`src/rtl/dd_print_scheduler.sv`:
```
// dd_print_scheduler: shares one double-dabble converter between N_REQ print
// requesters and streams the decimal ASCII result, most significant digit
// first, onto a valid/ready character sink, optionally followed by a terminator.
module dd_print_scheduler #(
  parameter int         N_REQ       = 2,
  parameter bit         SUPPRESS_LZ = 1'b1,
  parameter bit         TERM_EN     = 1'b1,
  parameter logic [7:0] TERM_CHAR   = 8'h0A
) (
  input  logic                 clk,
  input  logic                 reset_n,
  input  logic [N_REQ-1:0]     req,
  input  logic [16*N_REQ-1:0]  req_value,
  output logic [N_REQ-1:0]     grant,
  output logic [N_REQ-1:0]     done,
  output logic                 dd_start,
  output logic [15:0]          dd_data,
  input  logic                 dd_busy,
  input  logic [39:0]          dd_digits,
  output logic [7:0]           tx_data,
  output logic                 tx_valid,
  input  logic                 tx_ready,
  output logic                 busy
);

  localparam int PW = (N_REQ > 1) ? $clog2(N_REQ) : 1;

  typedef enum logic [2:0] {
    IDLE, START, WAIT_HI, CONVERT, SETTLE, SEND, TERM, FINISH
  } state_t;

  state_t        state, state_next;
  logic [PW-1:0] ptr;
  logic [PW-1:0] winner;
  logic          found;
  logic [1:0]    wd_cnt;
  logic [2:0]    idx;
  logic [2:0]    first_idx;
  logic [7:0]    hold [5];

  // Round-robin search starting one past the last served requester.
  always_comb begin
    int cand;
    cand   = 0;
    found  = 1'b0;
    winner = ptr;
    for (int off = 1; off <= N_REQ; off++) begin
      cand = int'(ptr) + off;
      if (cand >= N_REQ) cand = cand - N_REQ;
      if (!found && req[cand[PW-1:0]]) begin
        found  = 1'b1;
        winner = cand[PW-1:0];
      end
    end
  end

  // First digit to send: the highest nonzero digit when suppressing, ones digit at minimum.
  always_comb begin
    first_idx = 3'd4;
    if (SUPPRESS_LZ) begin
      first_idx = 3'd0;
      for (int k = 1; k <= 4; k++) begin
        if (dd_digits[8*k +: 8] != 8'h30) first_idx = 3'(k);
      end
    end
  end

  // State register.
  always_ff @(posedge clk or negedge reset_n) begin
    if (!reset_n) state <= IDLE;
    else          state <= state_next;
  end

  // Next-state and handshake outputs; everything is decoded from the state so reset clears it at once.
  always_comb begin
    state_next = state;
    dd_start   = 1'b0;
    tx_valid   = 1'b0;
    tx_data    = 8'h00;
    done       = '0;
    busy       = (state != IDLE);
    case (state)
      IDLE:    if (found) state_next = START;
      START: begin
        dd_start   = 1'b1;
        state_next = WAIT_HI;
      end
      WAIT_HI: begin
        if (dd_busy)              state_next = CONVERT;
        else if (wd_cnt == 2'd2)  state_next = SETTLE;
      end
      CONVERT: if (!dd_busy) state_next = SETTLE;
      SETTLE:  state_next = SEND;
      SEND: begin
        tx_valid = 1'b1;
        tx_data  = hold[idx];
        if (tx_ready && idx == 3'd0) state_next = TERM_EN ? TERM : FINISH;
      end
      TERM: begin
        tx_valid = 1'b1;
        tx_data  = TERM_CHAR;
        if (tx_ready) state_next = FINISH;
      end
      FINISH: begin
        done[ptr]  = 1'b1;
        state_next = IDLE;
      end
      default: state_next = IDLE;
    endcase
  end

  // Capture, watchdog, digit holding register and character index.
  always_ff @(posedge clk or negedge reset_n) begin
    if (!reset_n) begin
      ptr     <= PW'(N_REQ - 1);
      dd_data <= 16'h0000;
      grant   <= '0;
      wd_cnt  <= 2'd0;
      idx     <= 3'd0;
      for (int k = 0; k < 5; k++) hold[k] <= 8'h00;
    end else begin
      grant <= '0;
      case (state)
        IDLE: begin
          if (found) begin
            ptr           <= winner;
            dd_data       <= req_value[16*winner +: 16];
            grant[winner] <= 1'b1;
          end
        end
        START:   wd_cnt <= 2'd0;
        WAIT_HI: wd_cnt <= wd_cnt + 2'd1;
        SETTLE: begin
          for (int k = 0; k < 5; k++) hold[k] <= dd_digits[8*k +: 8];
          idx <= first_idx;
        end
        SEND: if (tx_ready && idx != 3'd0) idx <= idx - 3'd1;
        default: ;
      endcase
    end
  end

endmodule

```
`config.mk`:
```
export PLATFORM = sky130hd
export DESIGN_NAME = dd_print_scheduler
export DESIGN_NICKNAME = d
export VERILOG_FILES = /design/src/rtl/dd_print_scheduler.sv
export SDC_FILE = /design/constraint.sdc
export NUM_CORES = 1
export LEC_CHECK = 0
export CAP_MARGIN = 20
export CELL_PAD_IN_SITES_DETAIL_PLACEMENT = 1
export CELL_PAD_IN_SITES_GLOBAL_PLACEMENT = 2
export CORE_MARGIN = 3
export CORE_UTILIZATION = 29
export DETAILED_ROUTE_END_ITERATION = 12
export GPL_ROUTABILITY_DRIVEN = 0
export PLACE_DENSITY_LB_ADDON = 0.1
export SYNTH_ARGS = -nofsm -noshare
export SYNTH_HDL_FRONTEND = slang
export SYNTH_SLANG_ARGS = --single-unit
```
`constraint.sdc`:
```
create_clock -name clk -period 2.3 [get_ports clk]
set_input_delay 0.46 -clock clk [delete_from_list [all_inputs] [get_ports clk]]
set_output_delay 0.46 -clock clk [all_outputs]
set_load 0.02 [all_outputs]
```
Word level (Yosys, flattened, before mapping):

Cells that the tools add are included.

* flip-flop bits (word level): 67
* output and inout port bits: 31

* add/sub/neg operators: 6
* $lt $le $gt $ge: 9
* eq/ne operators: 18
* shift operators: 1
* muxes and demuxes: 37
* bitwise operators: 1
* reductions and logical operators: 16

Operators by type and width (number)
* 8-bit by 6-bit inequality test with 1-bit output (second input constant): 4
* 32-bit by 6-bit variable part select with 16-bit output: 1
* 3-bit two-way mux: 10
* 8-bit binary-select mux with 3-bit select: 1
* 3-bit one-hot mux with 8 select lines: 1
* 8-bit two-way mux: 2
* 8-bit one-hot mux with 2 select lines: 1
* 1-bit two-way mux: 15
* 3-bit == test (second input constant): 4
* 2-bit inequality test (second input constant): 5
* 1-bit by 2-bit < comparator with 1-bit output (second input constant): 4
* 3-bit by 2-bit == test with 1-bit output (second input constant): 2
* 3-bit logical NOT: 2
* 2-bit two-way mux: 3
* 3-bit one-hot mux with 2 select lines: 1
* 3-bit nonzero test: 2
* 1-bit logical AND: 5
* 5-bit AND reduction: 1
* 4-bit >= comparator (second input constant): 1
* 3-bit inverter with 4-bit output: 1
* 2-bit one-hot mux with 2 select lines: 1
* 2-bit AND reduction: 2
* 2-bit nonzero test: 2
* 1-bit by 2-bit adder with 3-bit output (second input constant): 1
* other kinds (13): 16

Depth between registers and ports, before layout:

Gate-level depths: netlist of the first run.

* depth after elaboration: 15
* gate-level depth with buffers: 7
* mapped depth without buffers: 6

Worst setup path after synthesis of the first run:

OpenSTA, ideal clock, no wires.

* path kind: register -> output
* start point: reg idx[2]
* end point: out tx_data[1]
* data arrival time: 1.373 ns
* data required time: 1.840 ns
* slack: 0.467 ns
* stages on the path, launching flop included: 5
* path through: dfrtp_1 clkinv_1 nor3_4 nand2_1 a31oi_1

* longest elaborated chain between the ends: 5

Ends and longest elaborated chain
* from (decl): line 37 `logic [2:0] idx;`
* from (signal assigned): line 135 `idx <= first_idx;`
* from (signal assigned): line 137 `SEND: if (tx_ready && idx != 3'd0) idx <= idx - 3'd1;`
* 3-bit inverter with 4-bit output (implied by the code): line 96 `tx_data = hold[idx];`
* 8-bit binary-select mux with 3-bit select: line 96
* 8-bit two-way mux (implied by the code) (2 in a row): line 96
* 8-bit one-hot mux with 2 select lines: line 82 `case (state)`
* to (decl): line 20 `output logic [7:0] tx_data,`

No other way between the ends. The select of a mux whose other input is x is not followed.

Worst setup path after layout of the first run:

* start point: reg idx[0]
* end point: out tx_data[3]

Same word-level chain as after synthesis.

==> results.txt, run 1 <==
Clock latency on the worst-skew pair -> 0.33 ns
Vias per cell -> 4.89
Worst-Margin Slew -> 0.737 ns
Fraction of registers with async set/reset -> 1.00
Top post-synthesis cells by count -> dfrtp_1 (66), mux2_2 (38), nand2_1 (24)
RSZ-0062 raised after global routing -> true
Post-route cell area -> 4950 sq um
Clock transition at path regs -> 0.06 ns
Post-synth EDFFs -> 0
Fmax -> 438 MHz
Critical Path RT -> 1.84 ns
Critical path type -> flop to output pin
Synthesized area -> 3340 sq um
Post-Syn Instances -> 273
Initial antenna violation count -> 0
Area growth syn-to-layout -> 48.3%
WL final -> 9270 microns
Clk sinks -> 67
Met3 wire length -> 360 microns
Final core utilization -> 0.448
CTS Hold Bufs -> 0
Root Buffer -> clkbuf_16
Final hold violations -> 0
Yosys top cell area share -> 0.495
Total power -> 6.57 mW
Synth area leader -> dfrtp_1
Chip width -> 113 microns
Place WS -> -0.0185 ns
All-Layer GR Usage -> 0.148
Net Count, Synth -> 354
Highest metal used -> met4
Hpwl dp -> 7240 microns
Die area -> 12800 sq um
Max clock buf depth -> 2
DRT iter0 DRCs -> 108
Prevailing post-synth register cell -> dfrtp_1
Synth top area cells -> dfrtp_1 (50%), mux2_2 (13%), mux4_2 (5.4%)
Max_cap viols -> 0
Syn Area/Cell -> 12.2 sq um
WL met1 -> 4460 microns
Fin cells -> 541
HP Class -> input port to async pin
FP Rows -> 38
Count of pins over their slew limit -> 0
TritonCTS clock tree -> yes
Pre-Repair DR Iteration Count -> 4
Power Density -> 1330 nW/um^2
Vias in the first global route -> 2774
Setup violations, final -> 0
Worst hold margin -> 0.0701 ns
Die height -> 113 microns
Vias after detailed routing -> 2644
Met2 wire len -> 4320 microns
Routed len/inst -> 17.1 microns
Worst Path Arrival -> 1.82 ns
Inserted Diodes -> 0
YS warnings -> 0
Relative slew slack -> 0.507
CP endpoint kind -> output pin
Post-route ant nets -> 0
Minimum clock period -> 2.28 ns
Number of synthesized register bits -> 67
Placed cells -> 523
Placed cell area -> 4640 sq um
Yosys cell types -> 43
Cts bufs inserted -> 9
Core area -> 11000 sq um
Crit path launch type -> flop
Layout cells sized above 1 -> 0.247
Peak per-stage delay on the critical path -> 0.50 ns
Crit path cell chain -> buf_6 > buf_12 > mux4_2 > nand2_2 > a31oi_1 > buf_4
Nets -> 477
Worst setup margin -> 0.0178 ns
Starting Density -> 0.302
Top Ports -> 109
Peak VDD IR -> 0.791 mV
Setup TNS -> 0 ns
Pleak -> 2.10 nW
Pin count of the biggest net entering global routing -> 41
Register area share after synthesis -> 0.503
Status -> finished, final reports clean
Crit path max fanout -> 5
CP max stage cell -> mux4_2
Max Clock Skew -> 0.00639 ns
Grt total ovfl -> 0
Clock H-tree levels -> 3
First-pass GRT wire length -> 14900 microns
Most common cell in the netlist -> dfrtp_1
Number of buffers added on ports -> 108
Reg2Reg Depth -> 7
DR DRC count -> 0
Final Cycle Share -> 0.992
power breakdown:
group          internal (mW)  switching [mW]  leakage, nW
logic                   1.61            1.34         1.14
registers               1.77           0.460        0.805
clock network          0.846           0.542        0.150
state kept, by name, indices dropped and copies added (netlist names):
signal / count
idx: 3
wd_cnt: 2
hold: 40
dd_data: 16
state: 3
grant: 2
ptr: 1
kinds of logic after synthesis:
| logic type | count (synthesis) | synth area share |
|---|---|---|
| DFF | 67 | 0.503 |
| muxes | 66 | 0.243 |
| and+or+nand+nor | 66 | 0.104 |
| AOI/OAI and AO/OA | 46 | 0.0878 |
| buffers and inverters | 24 | 0.0480 |
| adders and majority gates | 3 | 0.0113 |
| xor gates and xnor gates | 1 | 0.00263 |
cell type report:
cell class / count / area (sq um)
multi-input combinational: 182 / 1510
clock inverter: 7 / 75.1
inverter: 9 / 33.8
clock buffer: 9 / 225
tap: 140 / 175
fill: 1197 / 6080
sequential: 67 / 1680
timing repair buffer: 127 / 1250
placed cells by master, fill, tap and decap left out, types with 2 or more instances in the layout:
master and count:
a21oi_1 3, a22oi_1 5, a31oi_1 4, and3b_1 2
buf_12 5, buf_2 7, buf_4 15, clkbuf_16 9
clkdlybuf4s50_1 95, clkinv_2 2, clkinv_4 2, dfrtp_1 65
dlygate4sd2_1 3, ha_1 3, inv_1 8, inv_6 2
mux2_1 3, mux2_2 38, mux2i_1 17, mux4_2 8
nand2_1 23, nand3_1 2, nand4_1 3, nor2_1 17
nor3_1 3, nor4_1 3, nor4b_1 2, nor4bb_1 2
o21ai_0 7, o21ai_1 17, or3_1 2
metal layers:
| layer | vias to the layer above | track usage |
|---|---|---|
| met5 | - | 0 |
| met4 | 0 | 0.0481 |
| met3 | 14 | 0.0305 |
| met2 | 58 | 0.230 |
| met1 | 1328 | 0.208 |
| li1 | 1244 | - |
final timing paths:
check | end | slack (ns) | start
max in group asynchronous | ptr | 1.61 | reset_n
min in group clk | dd_data[0] | 0.48 | dd_data[0]
setup reg to reg | idx[1] | 0.46 | idx[0]
hold / removal | hold[21] | 0.07 | reset_n
hold reg to reg | dd_data[0] | 0.48 | dd_data[0]
setup / recovery | tx_data[3] | 0.02 | idx[0]
worst max-delay path: cells and delay by family (launching register included):
kind	cells	cell delay (ns)
buffers and inverters	3	0.42
AND/OR/NAND/NOR	1	0.07
flip-flops	1	0.42
AO/OA/AOI/OAI	1	0.09
multiplexers	1	0.50
what timing repair did:
action,in CTS,in global routing
setup endpoints to repair,11,7
gates cloned,0,0
gates resized for setup,41,3
pin swaps,1,1
buffers inserted,1,1
Power figures use the tool's default switching activity.
==> run 2, diff against run 1 <==
CORE_MARGIN = unset   (was 3)
CTS_CLUSTER_DIAMETER = 150   (was unset)
==> run 2 against run 1 <==
Hold slack improved by 0.067 ns. Flip-flop and latch count stayed put. Design area is 0.20% lower. Routed wire length decreased by 2.7%. Critical path depth fell by 1. First-iteration DRC count down 65%. Combinational power fell by 2%. Sequential power hardly changed. Maximum frequency up 1.9%. Non-clock buffer count shrank 1. Setup slack gained 0.043 ns. Via count down 2.6%. Critical path type unchanged. Highest routed layer unchanged.
==> results.txt, run 2 (synthesis gave the netlist of run 1 again) <==
Final hold violations -> 0
Critical Path RT -> 1.84 ns
Die area -> 11900 sq um
Placed cells -> 521
Combinational power share -> 0.433
Reg2Reg Depth -> 5
Largest register FFs -> 40
CP endpoint kind -> output pin
Post-route ant nets -> 0
Clock latency on the worst-skew pair -> 0.33 ns
Setup TNS -> 0 ns
Fin cells -> 539
Clock H-tree levels -> 3
Number of buffers added on ports -> 108
Crit path max fanout -> 4
Clock transition at path regs -> 0.06 ns
Inserted Diodes -> 0
Chip width -> 109 microns
Max clock buf depth -> 2
Top Ports -> 109
WL final -> 9010 microns
Grt total ovfl -> 0
Pint -> 4.40 mW
Most frequent cells in the layout -> clkdlybuf4s50_1 (96), dfrtp_1 (63), mux2_2 (38), nand2_1 (24)
Minimum clock period -> 2.24 ns
Cts bufs inserted -> 9
Relative slew slack -> 0.517
Die height -> 109 microns
Commonest non-fill, non-tap cell in the layout -> clkdlybuf4s50_1
Pre-Repair DR Iteration Count -> 6
All-Layer GR Usage -> 0.164
Worst hold margin -> 0.137 ns
TritonCTS clock tree -> yes
Largest Register -> hold
Count of pins over their slew limit -> 0
Worst Path Arrival -> 1.78 ns
Register share of total power -> 0.334
Max Clock Skew -> 0.00534 ns
Status -> finished, final reports clean
Initial antenna violation count -> 0
Area growth syn-to-layout -> 48.0%
Peak VDD IR -> 0.519 mV
Layout cells sized above 1 -> 0.243
Fmax -> 447 MHz
Starting Density -> 0.302
DRT iter0 DRCs -> 38
CTS Hold Bufs -> 0
Switch Pwr -> 2.30 mW
Critical path type -> flop to output pin
Crit path launch type -> flop
RSZ-0062 raised after global routing -> false
FP Rows -> 38
Power Density -> 1360 nW/um^2
Total power -> 6.70 mW
DR DRC count -> 0
First-pass GRT wire length -> 14600 microns
Final Cycle Share -> 0.973
Nets -> 476
Worst-Margin Slew -> 0.723 ns
Root Buffer -> clkbuf_16
Vias after detailed routing -> 2576
Vias per cell -> 4.78
Pleak -> 2.10 nW
Vias in the first global route -> 2762
Placed cell area -> 4600 sq um
Max_cap viols -> 0
HP Class -> input port to async pin
Routed len/inst -> 16.7 microns
Hpwl dp -> 6940 microns
Switching share of power -> 0.343
Clk sinks -> 67
Clock share of power -> 0.234
Post-route cell area -> 4940 sq um
Pin count of the biggest net entering global routing -> 68
Largest regs -> hold: 40 flops, dd_data: 16 flops
Core area -> 11000 sq um
Setup violations, final -> 0
## run 2: changes by cell type in the layout (fill, tap and decap cells not counted), moves of 2 or more
| cell | change |
|---|---|
| dlygate4sd2_1 | -2 |
| clkbuf_2 | +5 |
| buf_12 | -3 |
| buf_2 | -3 |
| inv_6 | -2 |
| dfrtp_2 | +2 |
| clkinv_2 | -2 |
| bufinv_16 | +2 |
| dfrtp_1 | -2 |
## run 2: area by class of cell
class	instances	area (sq um)
fill	1183	6090
tap	140	175
sequential	67	1680
clock buffer	9	225
multi-input combinational	182	1500
inverter	9	33.8
timing repair buffer	126	1200
clock inverter	6	115
## run 2: what timing repair did
| action | 4_1_cts | 5_1_grt |
|---|---|---|
| buffers inserted | 3 | 0 |
| resized for setup | 19 | 17 |
| pin swaps | 1 | 0 |
| endpoints found under the setup margin | 11 | 10 |
## run 2: layer usage
metal / part of all wire / GRT usage
met4: 0.0090 / 0.0400
met2: 0.47 / 0.253
met5: 0 / 0
met3: 0.042 / 0.0389
met1: 0.48 / 0.231
## run 2: power by group through the flow
stage          combinational (mW)  clock [mW]  sequential (mW)
6_report                     2.90        1.57             2.23
3_3_place_gp                 2.88           0             2.26
2_1_floorplan                1.87           0             2.20
3_5_place_dp                 2.94           0             2.25
4_1_cts                      2.97        1.61             2.24
5_1_grt                      3.18        1.65             2.32
## run 2: path summary, 6_finish.rpt
path | slack (ns) | endpoint | start
setup / recovery | 0.06 | tx_data[7] | idx[0]
hold / removal | 0.14 | hold[14] | reset_n
setup reg to reg | 0.54 | dd_data[9] | state[1]
hold reg to reg | 0.48 | dd_data[3] | dd_data[3]
max in group asynchronous | 1.82 | ptr | reset_n
min in group clk | 0.48 | dd_data[3] | dd_data[3]
## run 2: worst max-delay path: stages (launching register included)
cell	delay (ns)
dfrtp_1	0.36
buf_4	0.16
mux4_2	0.51
a22oi_1	0.21
nor2_1	0.06
clkbuf_2	0.16
## run 2: stage by stage
stage | util | setup WS (ns)
final | 0.447 | 0.0610
after global routing | 0.447 | 0.00312
after CTS | 0.450 | -0.0920
after detailed placement | 0.417 | 0.0315
after global placement | 0.417 | 0.0463
after floorplan | - | 0.467
